`src/rtl/data_bus_arbiter.sv`:
```
// data_bus_arbiter: shares the data-memory bus between the CPU (priority) and one aux master,
// forcing a one-cycle CPU stall when the aux master has been denied MAX_WAIT cycles.
module data_bus_arbiter #(
    parameter int MAX_WAIT = 16
) (
    input  logic        iCLK,
    input  logic        iRST,
    input  logic        iCReadEnable,
    input  logic        iCWriteEnable,
    input  logic [3:0]  iCByteEnable,
    input  logic [31:0] iCAddress,
    input  logic [31:0] iCWriteData,
    output logic [31:0] oCReadData,
    output logic        oCPUStall,
    input  logic        iAReq,
    input  logic        iAWrite,
    input  logic [3:0]  iAByteEnable,
    input  logic [31:0] iAAddress,
    input  logic [31:0] iAWriteData,
    output logic        oAAck,
    output logic [31:0] oAReadData,
    output logic        oDReadEnable,
    output logic        oDWriteEnable,
    output logic [3:0]  oDByteEnable,
    output logic [31:0] oDAddress,
    output logic [31:0] oDWriteData,
    input  logic [31:0] iDReadData
);
    typedef enum logic {IDLE, ACK} state_t;
    state_t     state;
    logic [7:0] wait_cnt;
    logic       cpu_act, grant;

    assign cpu_act = iCReadEnable | iCWriteEnable;
    assign grant   = ~iRST & (state == IDLE) & iAReq & (~cpu_act | (wait_cnt == 8'(MAX_WAIT)));

    assign oCPUStall     = grant & cpu_act;
    assign oCReadData    = iDReadData;
    assign oDReadEnable  = iRST ? 1'b0 : grant ? ~iAWrite : iCReadEnable;
    assign oDWriteEnable = iRST ? 1'b0 : grant ? iAWrite : iCWriteEnable;
    assign oDByteEnable  = grant ? iAByteEnable : iCByteEnable;
    assign oDAddress     = grant ? iAAddress : iCAddress;
    assign oDWriteData   = grant ? iAWriteData : iCWriteData;

    always_ff @(posedge iCLK) begin
        if (iRST) begin
            state      <= IDLE;
            wait_cnt   <= 8'd0;
            oAAck      <= 1'b0;
            oAReadData <= 32'd0;
        end else begin
            state <= grant ? ACK : IDLE;
            oAAck <= grant;
            if (grant & ~iAWrite)
                oAReadData <= iDReadData;
            // the count only runs while a pending request is being denied by CPU traffic
            wait_cnt <= (grant | ~iAReq | (state == ACK)) ? 8'd0 :
                        (cpu_act & (wait_cnt != 8'(MAX_WAIT))) ? wait_cnt + 8'd1 : wait_cnt;
        end
    end
endmodule

```
`config.mk`:
```
export PLATFORM = sky130hd
export DESIGN_NAME = data_bus_arbiter
export DESIGN_NICKNAME = d
export VERILOG_FILES = /design/src/rtl/data_bus_arbiter.sv
export SDC_FILE = /design/constraint.sdc
export NUM_CORES = 1
export LEC_CHECK = 0
export CORE_AREA = 4 4 117 119
export CTS_BUF_LIST = sky130_fd_sc_hd__clkbuf_4 sky130_fd_sc_hd__clkbuf_8 sky130_fd_sc_hd__clkbuf_16
export CTS_CLUSTER_SIZE = 14
export DETAILED_ROUTE_END_ITERATION = 10
export DIE_AREA = 0 0 121 123
export GPL_ROUTABILITY_DRIVEN = 0
export PLACE_DENSITY = 0.72
export SYNTH_ARGS = -nofsm -noshare
export SYNTH_HDL_FRONTEND = slang
export SYNTH_SLANG_ARGS = --single-unit
```
`constraint.sdc`:
```
create_clock -name iCLK -period 3 [get_ports iCLK]
set_clock_uncertainty 0.05 [all_clocks]
set_input_delay 0.9 -clock iCLK [delete_from_list [all_inputs] [get_ports iCLK]]
set_output_delay 0.9 -clock iCLK [all_outputs]
set_load 0.005 [all_outputs]
```
; ---- After elaboration in Yosys (flattened, before gate mapping)
; Cells that the tools add are included.
[classes]
bitwise = 15
add_sub_neg = 1
reduce_logical = 1
n_eq_ne = 2
mux = 8
[ops]
columns = operator, n
row1 = $mux 32, 2
row2 = $add 8x1->8 const B, 1
row3 = $eq 8x5->1 const B, 1
row4 = $ne 8x5->1 const B, 1
row5 = $and 1x1->1, 6
row6 = $mux 1, 5
row7 = $not 1->1, 5
row8 = $mux 4, 1
row9 = $or 1x1->1, 4
row10 = $reduce_or 2->1, 1
[word_totals]
elab_cells = 31
reg_bits = 42
out_inout_bits = 136

; ---- Logic depth before layout (Yosys ltp)
; Gate-level depths: netlist (run 1).
[depth]
depth_word = 7
depth_mapped = 7
mapped_depth_nobuf = 6

; ---- Worst setup path before layout (run 1)
; No wires, ideal clock.
[synth_path]
path_type = input to output
startpoint = input port iRST
endpoint = output port oDAddress[0]
cell_stages = 4
n_path_buf = 1
arrival_time_ns = 2.079
required_time_ns = 2.050
path_slack_ns = -0.029
path_cell_list = or3b_4 -> nor2_4 -> buf_6 -> mux2_4
[synth_via]
elab_chain_cells = 5
[synth_rtl]
columns = item, line_no
row1 = "start, declared", 7  ; input logic iRST,
row2 = $not 1->1, 35  ; assign grant = ~iRST & (state == IDLE) & iAReq & (~cpu_act | (wait_cnt == 8'(MAX_WAIT)));
row3 = $and 1x1->1 (3 in a row), 35
row4 = $mux 32, 42  ; assign oDAddress = grant ? iAAddress : iCAddress;
row5 = "end, declared", 25  ; output logic [31:0] oDAddress,
; No other way between the ends.

; ---- Worst setup path in the final report (run 1)
[layout_path]
startpoint = input port iRST
endpoint = output port oDWriteData[9]
[layout_via]
elab_chain_cells = 5
[layout_rtl]
columns = item, line_no
row1 = $not 1->1, 35
row2 = $and 1x1->1 (3 in a row), 35
row3 = $mux 32, 43  ; assign oDWriteData = grant ? iAWriteData : iCWriteData;
row4 = "end, declared", 26  ; output logic [31:0] oDWriteData,
; No other way between the ends.

==> flow_summary_export.csv, run 1 <==
group,metric,value,unit
critical_path,rrSetupSlack,1070,ps
placement,hpwl,12600,µm
critical_path,worst-path-buf-inv,8,
routing,finalWirelength,16800,µm
logic_synthesis,synth_cells,302,
sta,final.setup.tns,-27800,ps
sta,worst_slack,-535,ps
layout,final_layout_size_suffix_gt1_share,38.3,%
layout,synthToLayoutAreaGrowth,139,%
die,die_height,123,µm
sta,fmax,283,MHz
logic_synthesis,synth_warnings,0,
sta,hold_viol,0,
layout,n_antenna_cell,0,
clock_network,insertion_delay,280,ps
clock_network,clkTransAtPathRegs,60,ps
hold_path,hold_path.class,"reg -> reg",
die,start_util,23.9,%
hold_path,hold_end,"oAReadData[21]$_SDFFE_PP0P_",
flow_run,maxCapViolCount,0,
critical_path,critPathCaptureType,"output pin",
layout,fin_util,57.2,%
logic_synthesis,yosysSeqAreaShare,27.3,%
routing,drt-wirelength-per-cell,20.3,µm
die,fp-row-count,41,
routing,drcViolationCount,0,
critical_path,cpLargestDelayFamily,"buffers and inverters",
logic_synthesis,avgSynthCellArea,9.96,µm²
global_routing,grt.total_usage,20.7,%
global_routing,grt_max_degree,38,
hold_path,hold_path_depth,2,
clock_network,cts_sinks,41,
sta,layout_min_cycle_time,3540,ps
critical_path,cp_cell_sequence,"buf_6 > or3b_4 > nor2_4 > buf_6 > buf_12 > buf_12 > buf_8 > buf_6 > buf_6 > mux2_4 > buf_6",
critical_path,cp_max_fo,7,
routing,drt_iter0_markers,162,
die,core,0.0126,mm²
power_and_ir_drop,p_per_area,274,mW/mm²
die,die-width,121,µm
routing,post_drt_via_cell_ratio,4.55,
placement,port_buffers,309,
layout,final_cell_mix,"clkdlybuf4s50_1 (234), buf_6 (106), mux2_4 (68)",
sta,relSlewSlack,72.0,%
clock_network,cts_buffer_depth,2,
layout,final_common_cell,"clkdlybuf4s50_1",
critical_path,r2r_cells,6,
critical_path,arrival,2590,ps
sta,worstMarginPinSlew,421,ps
clock_network,htree_num_levels,2,
global_routing,grt-ovfl-total,0,
critical_path,r2r-start,"oAAck$_SDFF_PP0_",
clock_network,cts_hold_buf,0,
critical_path,slowest_stage,"or3b_4",
global_routing,grt_antenna_before_repair,1,
routing,antenna_left,0,
logic_synthesis,synth_seq_cells,41,
sta,final_max_slew_viol_count,0,
clock_network,cts_inserted_buffers,5,
logic_synthesis,synth_area,0.00301,mm²
logic_synthesis,syn_nets,478,
global_routing,grt_pass1_wl,23500,µm
routing,drt_first_pass_iters,4,
sta,rsz0062_at_grt,"true",
run_status,status,"complete, but fails checks",
die,dieArea,0.0149,mm²
critical_path,r2r-end,"oAReadData[16]$_SDFFE_PP0P_",
global_routing,grt_pass1_vias,4014,
routing,num_vias,3751,
run_status,violations,"setup timing",
sta,finalCritPeriodShare,118,%
power_and_ir_drop,vdd_drop_max,0.388,mV
critical_path,max_stage_delay,400,ps
power_and_ir_drop,leakagePower,2.96,nW
critical_path,critPathKind,"in -> out",
critical_path,critPathRequiredTime,2050,ps
hold_path,hp-start,"oAReadData[21]$_SDFFE_PP0P_",
critical_path,worstSetupStartpointType,"input port",
clock_network,cts_tree,"built",
clock_network,cts_root_buffer,"clkbuf_16",
layout,nNetsFinal,828,
logic_synthesis,synth_cell_type_count,29,
critical_path,path_common_cell,"buf_6",
die,boundaryPins,310,
sta,setup_viol,70,
-- metrics by stage --
stage | std cells | setup slack (ps) | power, mW | hold WS, ps | cell area [µm²]
2_1_floorplan | 302 | -4.79 | 0.762 | 399 | 3010
3_3_place_gp | 758 | -1090 | 1.19 | 415 | 6190
3_5_place_dp | 758 | -1080 | 1.20 | 422 | 6190
4_1_cts | 821 | -624 | 1.97 | 430 | 7190
5_1_grt | 825 | -610 | 2.03 | 450 | 7180
6_report | 825 | -535 | 1.97 | 428 | 7180
-- cells by family (layout without fill, tap and decap cells) --
logic type	after synthesis	count (layout)	synth area share (%)
flip-flops	41	41	27.3
AND/OR/NAND/NOR	59	59	10.9
adder cells (fa/ha/maj)	2	2	0.832
XOR/XNOR	6	6	1.75
AO/OA/AOI/OAI	68	68	11.9
multiplexers	68	68	33.8
buffers and inverters	58	409	13.5
-- routing by layer --
metal | GRT usage [%] | vias to the layer above | routed length (µm)
li1 | - | 1744 | -
met1 | 20.9 | 1747 | 5790
met2 | 38.6 | 223 | 8590
met3 | 8.28 | 35 | 1820
met4 | 7.37 | 2 | 563
met5 | 0 | - | 13
-- cell usage after synthesis --
library cell | count | area share (%)
a21o_1 | 1 | 0.25
a21oi_1 | 32 | 5.3
a21oi_4 | 1 | 0.54
and3_1 | 3 | 0.62
and4bb_1 | 1 | 0.42
buf_2 | 5 | 0.83
buf_4 | 34 | 8.5
buf_6 | 7 | 2.6
clkbuf_1 | 7 | 0.87
clkbuf_2 | 2 | 0.33
dfxtp_1 | 41 | 27
ha_1 | 2 | 0.83
inv_1 | 3 | 0.37
mux2_1 | 1 | 0.37
mux2_4 | 67 | 33
nand2_1 | 1 | 0.12
nand2b_1 | 1 | 0.21
nand3_1 | 38 | 6.3
nor2_1 | 8 | 1.0
nor2_4 | 1 | 0.37
nor3_1 | 1 | 0.17
nor3_2 | 2 | 0.67
nor3b_1 | 1 | 0.25
o21ai_1 | 33 | 5.5
o32ai_1 | 1 | 0.29
or3_4 | 1 | 0.37
or3b_4 | 1 | 0.37
xnor2_1 | 1 | 0.29
xor2_1 | 5 | 1.5
-- worst max path at each step --
stage	from	end	slack [ps]	depth (start not counted)
finish	iRST	oDWriteData[9]	-540	11
global route	iRST	oDWriteData[9]	-610	11
CTS	iRST	oDAddress[13]	-620	12
detailed placement	iAReq	oDAddress[10]	-1080	7
global placement	iAReq	oDAddress[10]	-1090	7
floorplan	iRST	oDAddress[0]	-5	4
-- power by group --
part | total, mW | switching (mW) | leakage [nW] | internal, mW
clock network | 0.695 | 0.220 | 0.0938 | 0.475
logic | 0.719 | 0.221 | 2.54 | 0.498
registers | 0.551 | 0.00212 | 0.331 | 0.549
-- registers in the layout, indices dropped and copies added (netlist names) --
register,count
oAReadData,32
wait_cnt,8
oAAck,1
-- cell type report --
class / instances / area, µm²
sequential: 41 / 821
clock inverter: 3 / 65.1
inverter: 3 / 11.3
timing repair buffer: 398 / 4130
multi-input combinational: 203 / 1820
tap: 172 / 215
clock buffer: 5 / 125
fill: 1052 / 5380
-- worst register-to-register path: cells and delay by family, from the launching register on --
kind                   cells  cell delay [ps]
AND/OR/NAND/NOR            2              730
buffers and inverters      2              430
flip-flops                 1              310
AO/OA/AOI/OAI              2              280
-- what timing repair did --
item / 4_1_cts / 5_1_grt
cloned: 1 / 0
setup endpoints to repair: 71 / 71
pin swaps: 4 / 4
buffers inserted: 54 / 19
gates resized for setup: 436 / 18
endpoints found under the hold margin: 0 / 0
Note: power is estimated with default switching activity, not from simulation.
==> run 2, diff against run 1 <==
--- a/config.mk
+++ b/config.mk
@@ -11,6 +11,7 @@
 export DETAILED_ROUTE_END_ITERATION = 10
 export DIE_AREA = 0 0 121 123
 export GPL_ROUTABILITY_DRIVEN = 0
+export GPL_TIMING_DRIVEN = 0
 export PLACE_DENSITY = 0.72
 export SYNTH_ARGS = -nofsm -noshare
 export SYNTH_HDL_FRONTEND = slang
==> constraint.sdc (replaced) <==
create_clock -name iCLK -period 2.99 [get_ports iCLK]
set_clock_uncertainty 0.05 [all_clocks]
set_input_delay 0.897 -clock iCLK [delete_from_list [all_inputs] [get_ports iCLK]]
set_output_delay 0.897 -clock iCLK [all_outputs]
set_load 0.005 [all_outputs]
==> run 2 against run 1 <==
The flow still finishes with violations (setup timing). Cell count increased by 0.36%. Wire length decreased by 2.4%. Critical path depth decreased by 2. Power decreased by 2.9%. Count of clock-buffer cells in the layout increased by 2. Largest cell class unchanged. Highest routed layer is now met4.
==> flow_summary_export.csv, run 2 (synthesized netlist as in run 1, its figures left out) <==
group,metric,value,unit
layout,multi_input_area,0.00182,mm²
die,dieArea,0.0149,mm²
die,core,0.0126,mm²
layout,fin_util,56.6,%
clock_network,clkTransAtPathRegs,60,ps
clock_network,insertion_delay,280,ps
global_routing,grt_pass1_wl,22900,µm
critical_path,critPathCaptureType,"output pin",
routing,drt-wirelength-per-cell,19.8,µm
routing,post_drt_via_cell_ratio,4.53,
layout,reg_top3,"oAReadData (32), wait_cnt (8), oAAck (1)",
clock_network,cts_sinks,41,
global_routing,grt_max_degree,19,
power_and_ir_drop,p_sw,0.431,mW
die,die-width,121,µm
global_routing,grt-ovfl-total,0,
sta,relSlewSlack,68.3,%
global_routing,grt_pass1_vias,4095,
routing,drcViolationCount,0,
power_and_ir_drop,leakagePower,2.93,nW
power_and_ir_drop,power,1.91,mW
routing,finalWirelength,16400,µm
critical_path,r2r_cells,7,
die,die_height,123,µm
placement,pre_cts_slack,-1320,ps
sta,hold_viol,0,
layout,final_cell_mix,"clkdlybuf4s50_1 (229), buf_6 (81), mux2_4 (68)",
run_status,status,"complete, but fails checks",
sta,finalCritPeriodShare,112,%
sta,setup_viol,70,
layout,largest_reg_flops,32,
clock_network,cts_tree,"built",
sta,layout_min_cycle_time,3350,ps
global_routing,met2_usage,35.8,%
routing,drt_iter0_markers,181,
layout,postLayoutCellArea,0.00711,mm²
clock_network,cts_buffer_depth,2,
layout,nFillCells,1087,
critical_path,arrival,2400,ps
global_routing,gr-usage-met1,20.6,%
global_routing,use_met3,8.37,%
placement,place_area,0.00632,mm²
critical_path,critPathKind,"in -> out",
hold_path,hold_path_depth,1,
layout,final_layout_size_suffix_gt1_share,38.6,%
die,fp-row-count,41,
hold_path,hold_end,"wait_cnt[0]$_SDFFE_PP0P_",
placement,hpwl,12700,µm
sta,worst_slack,-359,ps
layout,nNetsFinal,831,
critical_path,worstSetupStartpointType,"input port",
clock_network,cts_inserted_buffers,5,
critical_path,r2r-end,"oAReadData[17]$_SDFFE_PP0P_",
sta,final_max_slew_viol_count,0,
clock_network,cts_root_buffer,"clkbuf_16",
sta,rsz0062_at_grt,"true",
die,boundaryPins,310,
critical_path,rrSetupSlack,870,ps
power_and_ir_drop,p_per_area,268,mW/mm²
critical_path,critPathRequiredTime,2040,ps
routing,drt_first_pass_iters,4,
power_and_ir_drop,pwr-share-comb,37.5,%
placement,port_buffers,309,
power_and_ir_drop,p_sw_share,22.6,%
layout,layout.cells.non_filler,828,
global_routing,grt_antenna_before_repair,0,
placement,dp_cells,783,
run_status,violations,"setup timing",
routing,num_vias,3751,
hold_path,hp-start,"wait_cnt[0]$_SDFFE_PP0P_",
critical_path,cp_max_fo,6,
layout,top_register,"oAReadData",
power_and_ir_drop,clkPwrFrac,33.5,%
global_routing,grt_busiest_layer,"met2",
sta,worstMarginPinSlew,476,ps
clock_network,cts_hold_buf,0,
sta,fmax,299,MHz
global_routing,grt.total_usage,19.9,%
clock_network,htree_num_levels,2,
layout,synthToLayoutAreaGrowth,136,%
die,start_util,23.9,%
power_and_ir_drop,pwr-share-seq,29.0,%
power_and_ir_drop,internal_power,1.48,mW
layout,n_antenna_cell,0,
hold_path,hold_path.class,"reg -> reg",
layout,final_common_cell,"clkdlybuf4s50_1",
power_and_ir_drop,vdd_drop_max,0.316,mV
routing,antenna_left,0,
flow_run,maxCapViolCount,0,
critical_path,r2r-start,"oAAck$_SDFF_PP0_",
layout,seq_area,828,µm²
==> run 2: cell count changes in the layout (fill, tap and decap cells not counted), sizes merged <==
cell / change
buf: -6
bufinv: -1
clkbuf: +10
clkdlybuf4s15: +1
clkdlybuf4s50: -5
clkinv: -1
dlygate4sd2: +3
dlymetal6s2s: +2
==> run 2: layer usage <==
metal / part of all wire, % / wire length (µm)
met2: 50 / 8150
met5: 0 / 0
met1: 35 / 5770
met4: 4.0 / 649
met3: 11 / 1810
==> run 2: power by group through the flow <==
stage | Clock, mW | Sequential [mW] | Combinational (mW)
2_1_floorplan | 0 | 0.566 | 0.198
3_3_place_gp | 0 | 0.566 | 0.649
3_5_place_dp | 0 | 0.566 | 0.652
4_1_cts | 0.651 | 0.554 | 0.711
5_1_grt | 0.676 | 0.553 | 0.749
6_report | 0.639 | 0.553 | 0.715
==> run 2: worst max-delay path, cell delays in order <==
cell    delay [ps]
buf_6           90
or3b_4         380
nor2_4         130
buf_12         160
buf_12         110
buf_6          100
buf_6           90
mux2_4         300
buf_6          120
==> run 2: worst max path at each step <==
stage | slack (ps) | endpoint | startpoint | depth (start not counted)
6_report | -360 | oDAddress[25] | iRST | 9
3_5_place_dp | -1320 | oDAddress[2] | iAReq | 6
2_1_floorplan | -9 | oDAddress[0] | iRST | 4
5_1_grt | -400 | oDAddress[25] | iRST | 9
4_1_cts | -380 | oDAddress[0] | iRST | 9
3_3_place_gp | -1340 | oDAddress[2] | iAReq | 6
==> run 2: per-stage QoR <==
stage               hold slack (ps)  TNS [ps]
floorplan                       399      -527
global placement                415    -87150
detailed placement              423    -86330
CTS                             416    -21820
global route                    420    -22630
finish                          402    -19230
==> run 2: timing repair <==
action | CTS | global route
buffers inserted | 42 | 6
resized for setup | 417 | 22
pin swaps | 4 | 4
gates cloned | 1 | 1
setup endpoints to repair | 74 | 72
==> run 2: layout make-up <==
| cell class | instances | share of cell area [%] |
|---|---|---|
| timing repair buffer | 349 | 50.8 |
| inverter | 3 | 0.158 |
| sequential | 41 | 11.6 |
| tap | 172 | 3.03 |
| clock buffer | 7 | 2.06 |
| buffer | 52 | 6.23 |
| multi-input combinational | 203 | 25.6 |
| clock inverter | 1 | 0.422 |
==> run 3, diff against run 2 <==
==> config.mk (replaced) <==
export PLATFORM = sky130hd
export DESIGN_NAME = data_bus_arbiter
export DESIGN_NICKNAME = d
export VERILOG_FILES = /design/src/rtl/data_bus_arbiter.sv
export SDC_FILE = /design/constraint.sdc
export NUM_CORES = 1
export LEC_CHECK = 0
export CORE_AREA = 4 4 118 120
export CTS_BUF_LIST = sky130_fd_sc_hd__clkbuf_4 sky130_fd_sc_hd__clkbuf_8 sky130_fd_sc_hd__clkbuf_16
export DETAILED_ROUTE_END_ITERATION = 10
export DIE_AREA = 0 0 122 124
export GPL_ROUTABILITY_DRIVEN = 0
export PLACE_DENSITY = 0.68
export SYNTH_ARGS = -nofsm -noshare
export SYNTH_HDL_FRONTEND = slang
export SYNTH_SLANG_ARGS = --single-unit
==> constraint.sdc (replaced) <==
create_clock -name iCLK -period 4.2 [get_ports iCLK]
set_clock_uncertainty 0.05 [all_clocks]
set_input_delay 1.26 -clock iCLK [delete_from_list [all_inputs] [get_ports iCLK]]
set_output_delay 1.26 -clock iCLK [all_outputs]
set_load 0.005 [all_outputs]
==> run 3 against run 2 <==
The run now ends clean. First-iteration DRC count down 7.7%. Die area up 1.6%. Cell count down 6.2%. Count of clock-buffer cells in the layout unchanged. Largest power group unchanged.
==> flow_summary_export.csv, run 3 (synthesized netlist as in run 1, its figures left out) <==
group,metric,value,unit
power_and_ir_drop,vdd_drop_max,0.147,mV
power_and_ir_drop,power,1.24,mW
critical_path,worst-path-buf-inv,5,
critical_path,cpLargestDelayFamily,"buffers and inverters",
routing,antenna_left,0,
global_routing,grt.total_usage,19.2,%
die,die-width,122,µm
routing,drt-wirelength-per-cell,20.3,µm
clock_network,cts_hold_buf,0,
global_routing,grt_pass1_vias,3673,
global_routing,grt_pass1_wl,21900,µm
sta,setup_viol,0,
critical_path,worstSetupStartpointType,"input port",
global_routing,grt-ovfl-total,0,
sta,final.setup.tns,0,ps
layout,final_common_cell,"clkdlybuf4s50_1",
routing,num_vias,3494,
flow_run,maxCapViolCount,0,
die,core,0.0130,mm²
power_and_ir_drop,p_per_area,193,mW/mm²
critical_path,critPathRequiredTime,2890,ps
global_routing,grt_max_degree,38,
routing,drt_iter0_markers,167,
critical_path,cp_cell_sequence,"dlygate4sd2_1 > nor2_4 > a21oi_4 > nor2_4 > buf_6 > buf_12 > buf_12 > mux2_4 > clkdlybuf4s15_2",
clock_network,insertion_delay,280,ps
run_status,status,"completed",
sta,final_max_slew_viol_count,0,
clock_network,cts_buffer_depth,2,
clock_network,htree_num_levels,2,
sta,worstMarginPinSlew,405,ps
layout,reg_top3,"oAReadData (32), wait_cnt (8), oAAck (1)",
sta,relSlewSlack,73.0,%
clock_network,cts_root_buffer,"clkbuf_16",
layout,final_layout_size_suffix_gt1_share,26.5,%
routing,drt_first_pass_iters,5,
placement,hpwl,12300,µm
routing,finalWirelength,15800,µm
layout,final_cell_mix,"clkdlybuf4s50_1 (235), mux2_4 (68), dfxtp_1 (41)",
critical_path,critPathKind,"in -> out",
critical_path,max_stage_delay,310,ps
routing,drcViolationCount,0,
clock_network,cts_inserted_buffers,5,
critical_path,cp_max_fo,7,
die,fp-row-count,42,
clock_network,cts_sinks,41,
critical_path,arrival,2840,ps
sta,finalCritPeriodShare,98.8,%
hold_path,hold_path.class,"reg -> reg",
routing,post_drt_via_cell_ratio,4.50,
critical_path,critPathCaptureType,"output pin",
die,dieArea,0.0151,mm²
die,die_height,124,µm
clock_network,clkTransAtPathRegs,60,ps
layout,n_antenna_cell,0,
power_and_ir_drop,leakagePower,2.55,nW
global_routing,grt_antenna_before_repair,1,
sta,hold_viol,0,
die,boundaryPins,310,
layout,largest_reg_flops,32,
sta,layout_min_cycle_time,4150,ps
layout,top_register,"oAReadData",
die,start_util,23.2,%
placement,port_buffers,309,
layout,synthToLayoutAreaGrowth,115,%
sta,fmax,241,MHz
clock_network,cts_tree,"built",
critical_path,slowest_stage,"mux2_4",
layout,nNetsFinal,776,
## run 3: cell count changes in the layout (fill, tap and decap cells not counted), sizes merged
cell and change:
buf -91, bufbuf +2, bufinv -1, clkbuf -9, clkdlybuf4s15 +37, clkdlybuf4s50 +6
dlygate4sd2 +2, dlymetal6s2s -2, inv +1
## run 3: timing repair
action,4_1_cts,5_1_grt
pin swaps,3,1
buffers inserted,12,1
resized for setup,226,1
setup endpoints to repair,71,46
cloned,6,0
## run 3: layout make-up
class                   count  area (µm²)
multi-input cells         203        1800
well taps                 176         220
clock inverters             1        8.76
repair buffers            346        3460
fillers                  1220        6510
clock buffers               7         153
flip-flops and latches     41         821
inverters                   3        11.3
## run 3: stage by stage
stage | setup WS [ps] | util [%] | cells | area, µm² | hold slack, ps
floorplan | 451 | - | 302 | 3010 | 399
global placement | -612 | 47.2 | 750 | 6130 | 416
detailed placement | -620 | 47.2 | 750 | 6130 | 424
CTS | 14.4 | 49.7 | 776 | 6450 | 431
global route | -1.06 | 49.8 | 777 | 6470 | 452
finish | 48.5 | 49.8 | 777 | 6470 | 427
## run 3: worst register-to-register path: cells and delay by family (launching register included)
kind	cells	cell delay, ps
and+or+nand+nor	3	660
buffers and inverters	2	440
adders and majority gates	1	190
AOI/OAI and AO/OA	1	170
DFF	1	400
## run 3: per-layer routing
layer	routed length [µm]	global-route usage, %	vias to the layer above
met5	13	0	-
li1	-	-	1645
met2	7440	32.4	211
met4	298	4.48	2
met3	1840	7.86	25
met1	6220	22.8	1611
## run 3: worst paths after layout
check / startpoint / endpoint / slack, ps / cells after the start
worst max-delay path: iCWriteEnable / oDAddress[11] / 50 / 9
worst min-delay path: oAReadData[12]$_SDFFE_PP0P_ / oAReadData[12]$_SDFFE_PP0P_ / 430 / 2
worst max register to register: wait_cnt[0]$_SDFFE_PP0P_ / wait_cnt[7]$_SDFFE_PP0P_ / 2220 / 7
worst min register to register: oAReadData[12]$_SDFFE_PP0P_ / oAReadData[12]$_SDFFE_PP0P_ / 430 / 2
## run 3: power breakdown
| group | total [mW] | switching [mW] | internal, mW |
|---|---|---|---|
| clock | 0.411 | 0.156 | 0.255 |
| combinational | 0.440 | 0.136 | 0.304 |
| sequential | 0.394 | 0.00239 | 0.392 |
